--- config.mk ---
export PLATFORM = sky130hd
export DESIGN_NAME = game_sequencer
export DESIGN_NICKNAME = d
export VERILOG_FILES = /design/src/rtl/game_sequencer_pkg.sv /design/src/rtl/game_sequencer_btn_conditioner.sv /design/src/rtl/game_sequencer.sv
export SDC_FILE = /design/constraint.sdc
export NUM_CORES = 1
export LEC_CHECK = 0
export BUFFER_PORTS_ARGS = -buffer_cell sky130_fd_sc_hd__buf_2
export CAP_MARGIN = 20
export CORE_MARGIN = 1.5
export CORE_UTILIZATION = 62
export DETAILED_ROUTE_END_ITERATION = 7
export PLACE_DENSITY = 0.79
export SLEW_MARGIN = 10
export SYNTH_ARGS = -nofsm -noshare
export SYNTH_HDL_FRONTEND = slang
export SYNTH_HIERARCHICAL = 1
export SYNTH_SLANG_ARGS = --single-unit
--- constraint.sdc ---
create_clock -name CLK -period 6.68 [get_ports CLK]
set_input_delay 0 -clock CLK [delete_from_list [all_inputs] [get_ports CLK]]
set_output_delay 0 -clock CLK [all_outputs]
set_load 0.02 [all_outputs]
--- src/rtl/game_sequencer_pkg.sv ---
// Shared grid constants, state encoding and coordinate helpers
// for the battleship-style game sequencer.
package game_sequencer_pkg;

  localparam logic [2:0] ROWS  = 3'd7;
  localparam logic [2:0] COLS  = 3'd5;
  localparam int         CELLS = 35;

  typedef enum logic [2:0] {
    ST_OFF     = 3'd0,
    ST_READY   = 3'd1,
    ST_PLAY    = 3'd2,
    ST_RESOLVE = 3'd3,
    ST_WIN     = 3'd4,
    ST_LOSE    = 3'd5
  } state_e;

  function automatic logic coord_valid(
    input logic [2:0] letter,
    input logic [2:0] number
  );
    return (letter != 3'd0) && (letter <= ROWS) &&
           (number != 3'd0) && (number <= COLS);
  endfunction

  function automatic logic [5:0] coord_idx(
    input logic [2:0] letter,
    input logic [2:0] number
  );
    logic [5:0] l;
    logic [5:0] n;
    l = {3'b000, letter} - 6'd1;
    n = {3'b000, number} - 6'd1;
    return l * 6'd5 + n;
  endfunction

  function automatic int unsigned popcount(
    input logic [CELLS-1:0] v
  );
    int unsigned c;
    c = 0;
    for (int i = 0; i < CELLS; i++) c += 32'(v[i]);
    return c;
  endfunction

endpackage

--- src/rtl/game_sequencer_btn_conditioner.sv ---
// Button conditioner: 2-flop synchronizer, stable-high debounce
// and a single press pulse per accepted press.
module btn_conditioner #(
  parameter logic [15:0] DEBOUNCE_CYCLES = 16'd50000
) (
  input  logic i_clk,
  input  logic i_rst_n,
  input  logic i_btn,
  output logic o_press
);

  logic        r_meta;
  logic        r_sync;
  logic [15:0] r_cnt;
  logic        r_press;

  // Counter saturates once the press is accepted; release re-arms it
  always_ff @(posedge i_clk or negedge i_rst_n) begin
    if (!i_rst_n) begin
      r_meta  <= 1'b0;
      r_sync  <= 1'b0;
      r_cnt   <= 16'd0;
      r_press <= 1'b0;
    end else begin
      r_meta  <= i_btn;
      r_sync  <= r_meta;
      r_press <= r_sync && (r_cnt == DEBOUNCE_CYCLES - 16'd1);
      if (!r_sync)
        r_cnt <= 16'd0;
      else if (r_cnt != DEBOUNCE_CYCLES)
        r_cnt <= r_cnt + 16'd1;
    end
  end

  assign o_press = r_press;

endmodule

--- src/rtl/game_sequencer.sv ---
// Game sequencer: switch-selected shots against a fixed ship map,
// with shot budget, hit tally and win/lose detection.
module game_sequencer
  import game_sequencer_pkg::*;
#(
  parameter int               MAX_SHOTS       = 20,
  parameter logic [CELLS-1:0] SHIP_MAP        = 35'h0_0F0_3C07,
  parameter logic [15:0]      DEBOUNCE_CYCLES = 16'd50000
) (
  input  logic       CLK,
  input  logic       RST_N,
  input  logic [7:0] SW,
  input  logic       BTN_FIRE,
  input  logic       BTN_NEW,
  output logic [2:0] STATE,
  output logic [4:0] SHOTS_LEFT,
  output logic [5:0] HITS,
  output logic       HIT_PULSE,
  output logic       MISS_PULSE,
  output logic       REJECT_PULSE,
  output logic       FIRE_READY,
  output logic       GAME_OVER
);

  localparam logic [4:0] SHOTS_INIT = 5'(MAX_SHOTS);
  localparam logic [5:0] HITS_MAX   = 6'(popcount(SHIP_MAP));

  logic [7:0]       r_sw_meta;
  logic [7:0]       r_sw;
  state_e           r_state;
  state_e           w_next;
  logic [CELLS-1:0] r_fired;
  logic [4:0]       r_shots;
  logic [5:0]       r_hits;
  logic             r_taken;
  logic [5:0]       r_idx;
  logic             r_hit;
  logic             r_miss;
  logic             r_rej;
  logic             r_fire_ready;

  logic             w_fire_p;
  logic             w_new_p;
  logic             w_power;
  logic             w_play;
  logic [2:0]       w_letter;
  logic [2:0]       w_number;
  logic             w_valid;
  logic [5:0]       w_idx;
  logic             w_open;
  logic             w_fire;
  logic             w_shoot;
  logic             w_reject;
  logic             w_new_ok;
  logic             w_resolve;
  logic             w_clear;
  logic [CELLS-1:0] w_fired_nxt;
  logic             w_win;
  logic             w_last;

  btn_conditioner #(
    .DEBOUNCE_CYCLES(DEBOUNCE_CYCLES)
  ) u_fire (
    .i_clk  (CLK),
    .i_rst_n(RST_N),
    .i_btn  (BTN_FIRE),
    .o_press(w_fire_p)
  );

  btn_conditioner #(
    .DEBOUNCE_CYCLES(DEBOUNCE_CYCLES)
  ) u_new (
    .i_clk  (CLK),
    .i_rst_n(RST_N),
    .i_btn  (BTN_NEW),
    .o_press(w_new_p)
  );

  always_ff @(posedge CLK or negedge RST_N) begin
    if (!RST_N) begin
      r_sw_meta <= 8'd0;
      r_sw      <= 8'd0;
    end else begin
      r_sw_meta <= SW;
      r_sw      <= r_sw_meta;
    end
  end

  assign w_power  = r_sw[0];
  assign w_play   = r_sw[1];
  assign w_letter = r_sw[7:5];
  assign w_number = r_sw[4:2];
  assign w_valid  = coord_valid(w_letter, w_number);
  assign w_idx    = coord_idx(w_letter, w_number);
  assign w_open   = w_valid && !r_fired[w_idx];

  // A coinciding NEW press always blocks the shot
  assign w_fire   = w_fire_p && !w_new_p && w_power &&
                    w_play && (r_state == ST_PLAY);
  assign w_shoot  = w_fire && w_open;
  assign w_reject = w_fire && !w_open;

  assign w_new_ok = w_new_p && w_power &&
                    ((r_state == ST_READY) ||
                     (r_state == ST_WIN) ||
                     (r_state == ST_LOSE) ||
                     ((r_state == ST_PLAY) && !r_taken));

  assign w_resolve   = w_power && (r_state == ST_RESOLVE);
  assign w_clear     = !w_power || (r_state == ST_OFF) || w_new_ok;
  assign w_fired_nxt = r_fired | (35'd1 << r_idx);
  assign w_win       = (w_fired_nxt & SHIP_MAP) == SHIP_MAP;
  assign w_last      = r_shots <= 5'd1;

  always_ff @(posedge CLK or negedge RST_N) begin
    if (!RST_N) r_state <= ST_OFF;
    else        r_state <= w_next;
  end

  always_comb begin
    w_next = r_state;
    if (!w_power) begin
      w_next = ST_OFF;
    end else if (w_new_ok) begin
      w_next = ST_READY;
    end else begin
      unique case (r_state)
        ST_OFF:     w_next = ST_READY;
        ST_READY:   if (w_play) w_next = ST_PLAY;
        ST_PLAY:    if (w_shoot) w_next = ST_RESOLVE;
        ST_RESOLVE: w_next = w_win  ? ST_WIN  :
                             w_last ? ST_LOSE : ST_PLAY;
        default:    w_next = r_state;
      endcase
    end
  end

  always_comb begin
    STATE        = r_state;
    GAME_OVER    = (r_state == ST_WIN) || (r_state == ST_LOSE);
    SHOTS_LEFT   = r_shots;
    HITS         = r_hits;
    HIT_PULSE    = r_hit;
    MISS_PULSE   = r_miss;
    REJECT_PULSE = r_rej;
    FIRE_READY   = r_fire_ready;
  end

  always_ff @(posedge CLK or negedge RST_N) begin
    if (!RST_N) begin
      r_fired      <= '0;
      r_shots      <= SHOTS_INIT;
      r_hits       <= 6'd0;
      r_taken      <= 1'b0;
      r_idx        <= 6'd0;
      r_hit        <= 1'b0;
      r_miss       <= 1'b0;
      r_rej        <= 1'b0;
      r_fire_ready <= 1'b0;
    end else begin
      r_hit        <= 1'b0;
      r_miss       <= 1'b0;
      r_rej        <= w_reject;
      r_fire_ready <= (r_state == ST_PLAY) && w_play && w_open;
      if (w_shoot) r_idx <= w_idx;
      if (w_clear) begin
        r_fired <= '0;
        r_shots <= SHOTS_INIT;
        r_hits  <= 6'd0;
        r_taken <= 1'b0;
      end else if (w_resolve) begin
        r_fired <= w_fired_nxt;
        r_taken <= 1'b1;
        if (r_shots != 5'd0) r_shots <= r_shots - 5'd1;
        if (SHIP_MAP[r_idx]) begin
          r_hit <= 1'b1;
          if (r_hits != HITS_MAX) r_hits <= r_hits + 6'd1;
        end else begin
          r_miss <= 1'b1;
        end
      end
    end
  end

endmodule
==> impl_metrics.csv <==
group,metric,value,unit
run_status,status,"completed",
timing,slew_headroom,35.4,%
cells_and_area,fillers,661,
critical_path,worst_setup_path_end_kind,"flip-flop",
cells_and_area,syn2layout_area_growth,14.6,%
cells_and_area,final_layout_size_suffix_gt1_share,14.8,%
floorplanning,coreArea,9280,um2
timing,setup_tns,0,ps
synth,synth.area.top_cells,"dfrtp_1 47%, nor2_1 5.2%, ha_1 5.0%",
detailed_routing,drt_iter0_drc,272,
detailed_routing,vias,4410,
cells_and_area,multi_input_area,2850,um2
clocking,clock_path_buffers,2,
clocking,clk_pin_slew_worst_paths,60,ps
cells_and_area,nets,643,
clocking,cts.sinks,114,
placed_design,io_buffer_count,30,
run,drv_cap,0,
synth,ys_seq_area_share,47.9,%
global_route,track_usage,27.5,%
synth,synth.most_common_cell,"dfrtp_1",
clocking,clkLatencyLatePin,530,ps
timing,finalClockSkew,11.3,ps
floorplanning,rows,35,
detailed_routing,drt_wl_total,13000,um
cells_and_area,diodes,0,
power_and_ir_drop,ir_worst_vdd,0.275,mV
critical_path,worstPathMaxFanout,7,
synth,synth_area,5960,um2
detailed_routing,drc_errors,0,
placed_design,place_congestion,0.874,
clocking,cts_tree,"done",
timing,holdWs,113,ps
synth,synthCells,562,
synth,yosys.cell_types.count,57,
timing,worst_slew_pin_slew,970,ps
floorplanning,ios,31,
floorplanning,initial_core_util,64.2,%
critical_path,worstSetupPathType,"flip-flop to flip-flop",
power_and_ir_drop,p_leak,3.03,nW
synth,syn_nets,601,
clocking,cts_root_buf,"clkbuf_8",
synth,synth_top_cells_by_count,"112 x dfrtp_1, 82 x nor2_1, 48 x a21oi_1",
synth,avgSynthCellArea,10.6,um2
global_route,grt_pass1_wl,21300,um
critical_path,arrival,4290,ps
detailed_routing,ant_nets,0,
global_route,overflow,0,
timing,setup_ws,2790,ps
clocking,numCtsBuffers,17,
synth,synth.top_cell.area_share,47.0,%
global_route,grt_pass1_vias,4339,
timing,slew_violations,0,
critical_path,startpoint_type,"flip-flop",
hold_path,worst_hold_path_type,"primary input to flip-flop",
floorplanning,die_x,101,um
power_and_ir_drop,powerDensity,255,nW/um2
critical_path,worstPathRequired,7080,ps
global_route,grt_antenna_before_repair,0,
placed_design,dpl.hpwl,8240,um
detailed_routing,viasPerCell,5.93,
placed_design,pre_cts_ws,2940,ps
floorplanning,dieArea,10200,um2
timing,hold_viol_final,0,
clocking,htreeDepth,4,
synth,synth_edf_count,0,
detailed_routing,drtPass1Iterations,5,
timing,layout_min_cycle_time,3890,ps
synth,yosysWarnings,6,
synth,synth_top_cell_by_area,"dfrtp_1",
floorplanning,die_h,101,um
timing,setup_violations,0,
synth,yosys_most_used_dff,"dfrtp_1",
global_route,grt_max_degree,79,
timing,finalCritPeriodShare,58.2,%
timing,rsz0062_at_grt,"false",
timing,max_freq,257,MHz
synth,synth_async_sr_flop_share,100,%
cells_and_area,seqCellArea,2860,um2
detailed_routing,drt-wirelength-per-cell,17.4,um
synth,ys_ff_latch,114,
==> layout by cell type (no fill, tap or decap), types with 5 or more instances in the layout <==
master / count
dfrtp_1: 112
nor2_1: 82
a21oi_1: 48
buf_2: 29
inv_1: 27
nand2_1: 27
xnor2_1: 24
ha_1: 24
nand3_1: 20
clkbuf_16: 16
nor3_1: 15
mux2i_1: 12
dlygate4sd3_1: 12
xor2_1: 11
o21ai_0: 11
nor2b_1: 9
mux4_1: 8
nand2b_1: 7
nor4_1: 7
mux2_2: 7
or3_1: 6
nor3b_1: 6
nor4_2: 6
a21o_1: 5
nor4b_1: 5
==> cell families after synthesis <==
logic type,after synthesis,share of synthesized area [%]
buffers and inverters,48,4.39
xor gates and xnor gates,35,5.14
and+or+nand+nor,227,21.5
DFF,114,47.9
muxes,27,6.86
adders and majority gates,27,6.04
AOI/OAI and AO/OA,84,8.21
==> critical path, stage by stage (launching register included) <==
cell     delay (ps)
dfrtp_1         400
inv_1           160
ha_1            200
xor2_1          230
ha_1            290
ha_1            360
fa_1            490
xor2_1          560
mux2i_1         190
mux2i_1         170
nand3_1         160
nand4_4         200
mux2_2          360
==> metrics by stage <==
stage / instances / area (um2) / utilization, % / total power, mW
floorplan: 562 / 5960 / - / 0.835
global placement: 701 / 6120 / 66.0 / 0.868
detailed placement: 701 / 6120 / 66.0 / 0.877
CTS: 744 / 6830 / 73.6 / 1.75
global route: 744 / 6830 / 73.6 / 1.80
finish: 744 / 6830 / 73.6 / 1.74
==> metal layers <==
layer	wire, um	part of all wire [%]	global-route usage [%]
met1	5600	43	35.5
met2	6440	50	43.8
met3	612	4.7	8.25
met4	305	2.4	10.7
met5	0	0	0
==> report_power, final <==
| part | internal (mW) | leakage (nW) | total (mW) | switching, mW |
|---|---|---|---|---|
| registers | 0.702 | 1.53 | 0.715 | 0.0129 |
| logic | 0.0627 | 1.23 | 0.162 | 0.0989 |
| clock network | 0.556 | 0.269 | 0.864 | 0.309 |
==> sequential cells by signal (all words and copies together) (netlist names) <==
name	count
r_sw_meta	8
u_fire/r_sync	1
u_new/r_cnt	16
REJECT_PULSE	1
HIT_PULSE	1
u_new/r_meta	1
r_fired	35
SHOTS_LEFT	5
MISS_PULSE	1
r_taken	1
HITS	6
STATE	3
u_new/r_sync	1
u_fire/o_press	1
u_fire/r_meta	1
u_fire/r_cnt	16
u_new/o_press	1
FIRE_READY	1
r_idx	6
r_sw	8
==> area by class of cell <==
class,instances,area share (%)
Clock buffer,22,6.78
Clock inverter,8,1.54
Inverter,27,1.48
Multi-Input combinational cell,400,41.6
Sequential cell,114,41.8
Tap cell,129,2.36
Timing Repair Buffer,44,4.40
==> worst paths after layout <==
kind	startpoint	slack, ps	cells after the start	to
worst max-delay path	r_sw[5]$_DFF_PN0_	2790	12	r_idx[3]$_DFFE_PN0P_
worst min-delay path	SW[0]	110	2	r_sw_meta[0]$_DFF_PN0_
worst max register to register	r_sw[5]$_DFF_PN0_	2790	12	r_idx[3]$_DFFE_PN0P_
worst min register to register	r_sw_meta[3]$_DFF_PN0_	350	0	r_sw[3]$_DFF_PN0_
max in group asynchronous	RST_N	5180	4	u_new/o_press$_DFF_PN0_
min in group asynchronous	RST_N	540	3	SHOTS_LEFT[2]$_DFFE_PN1P_
==> timing repair <==
item | CTS | global route
resized for setup | 0 | 0
buffers inserted | 0 | 0
hold endpoints to repair | 46 | 0
hold buffers | 13 | 0
Power figures use the tool's default switching activity.
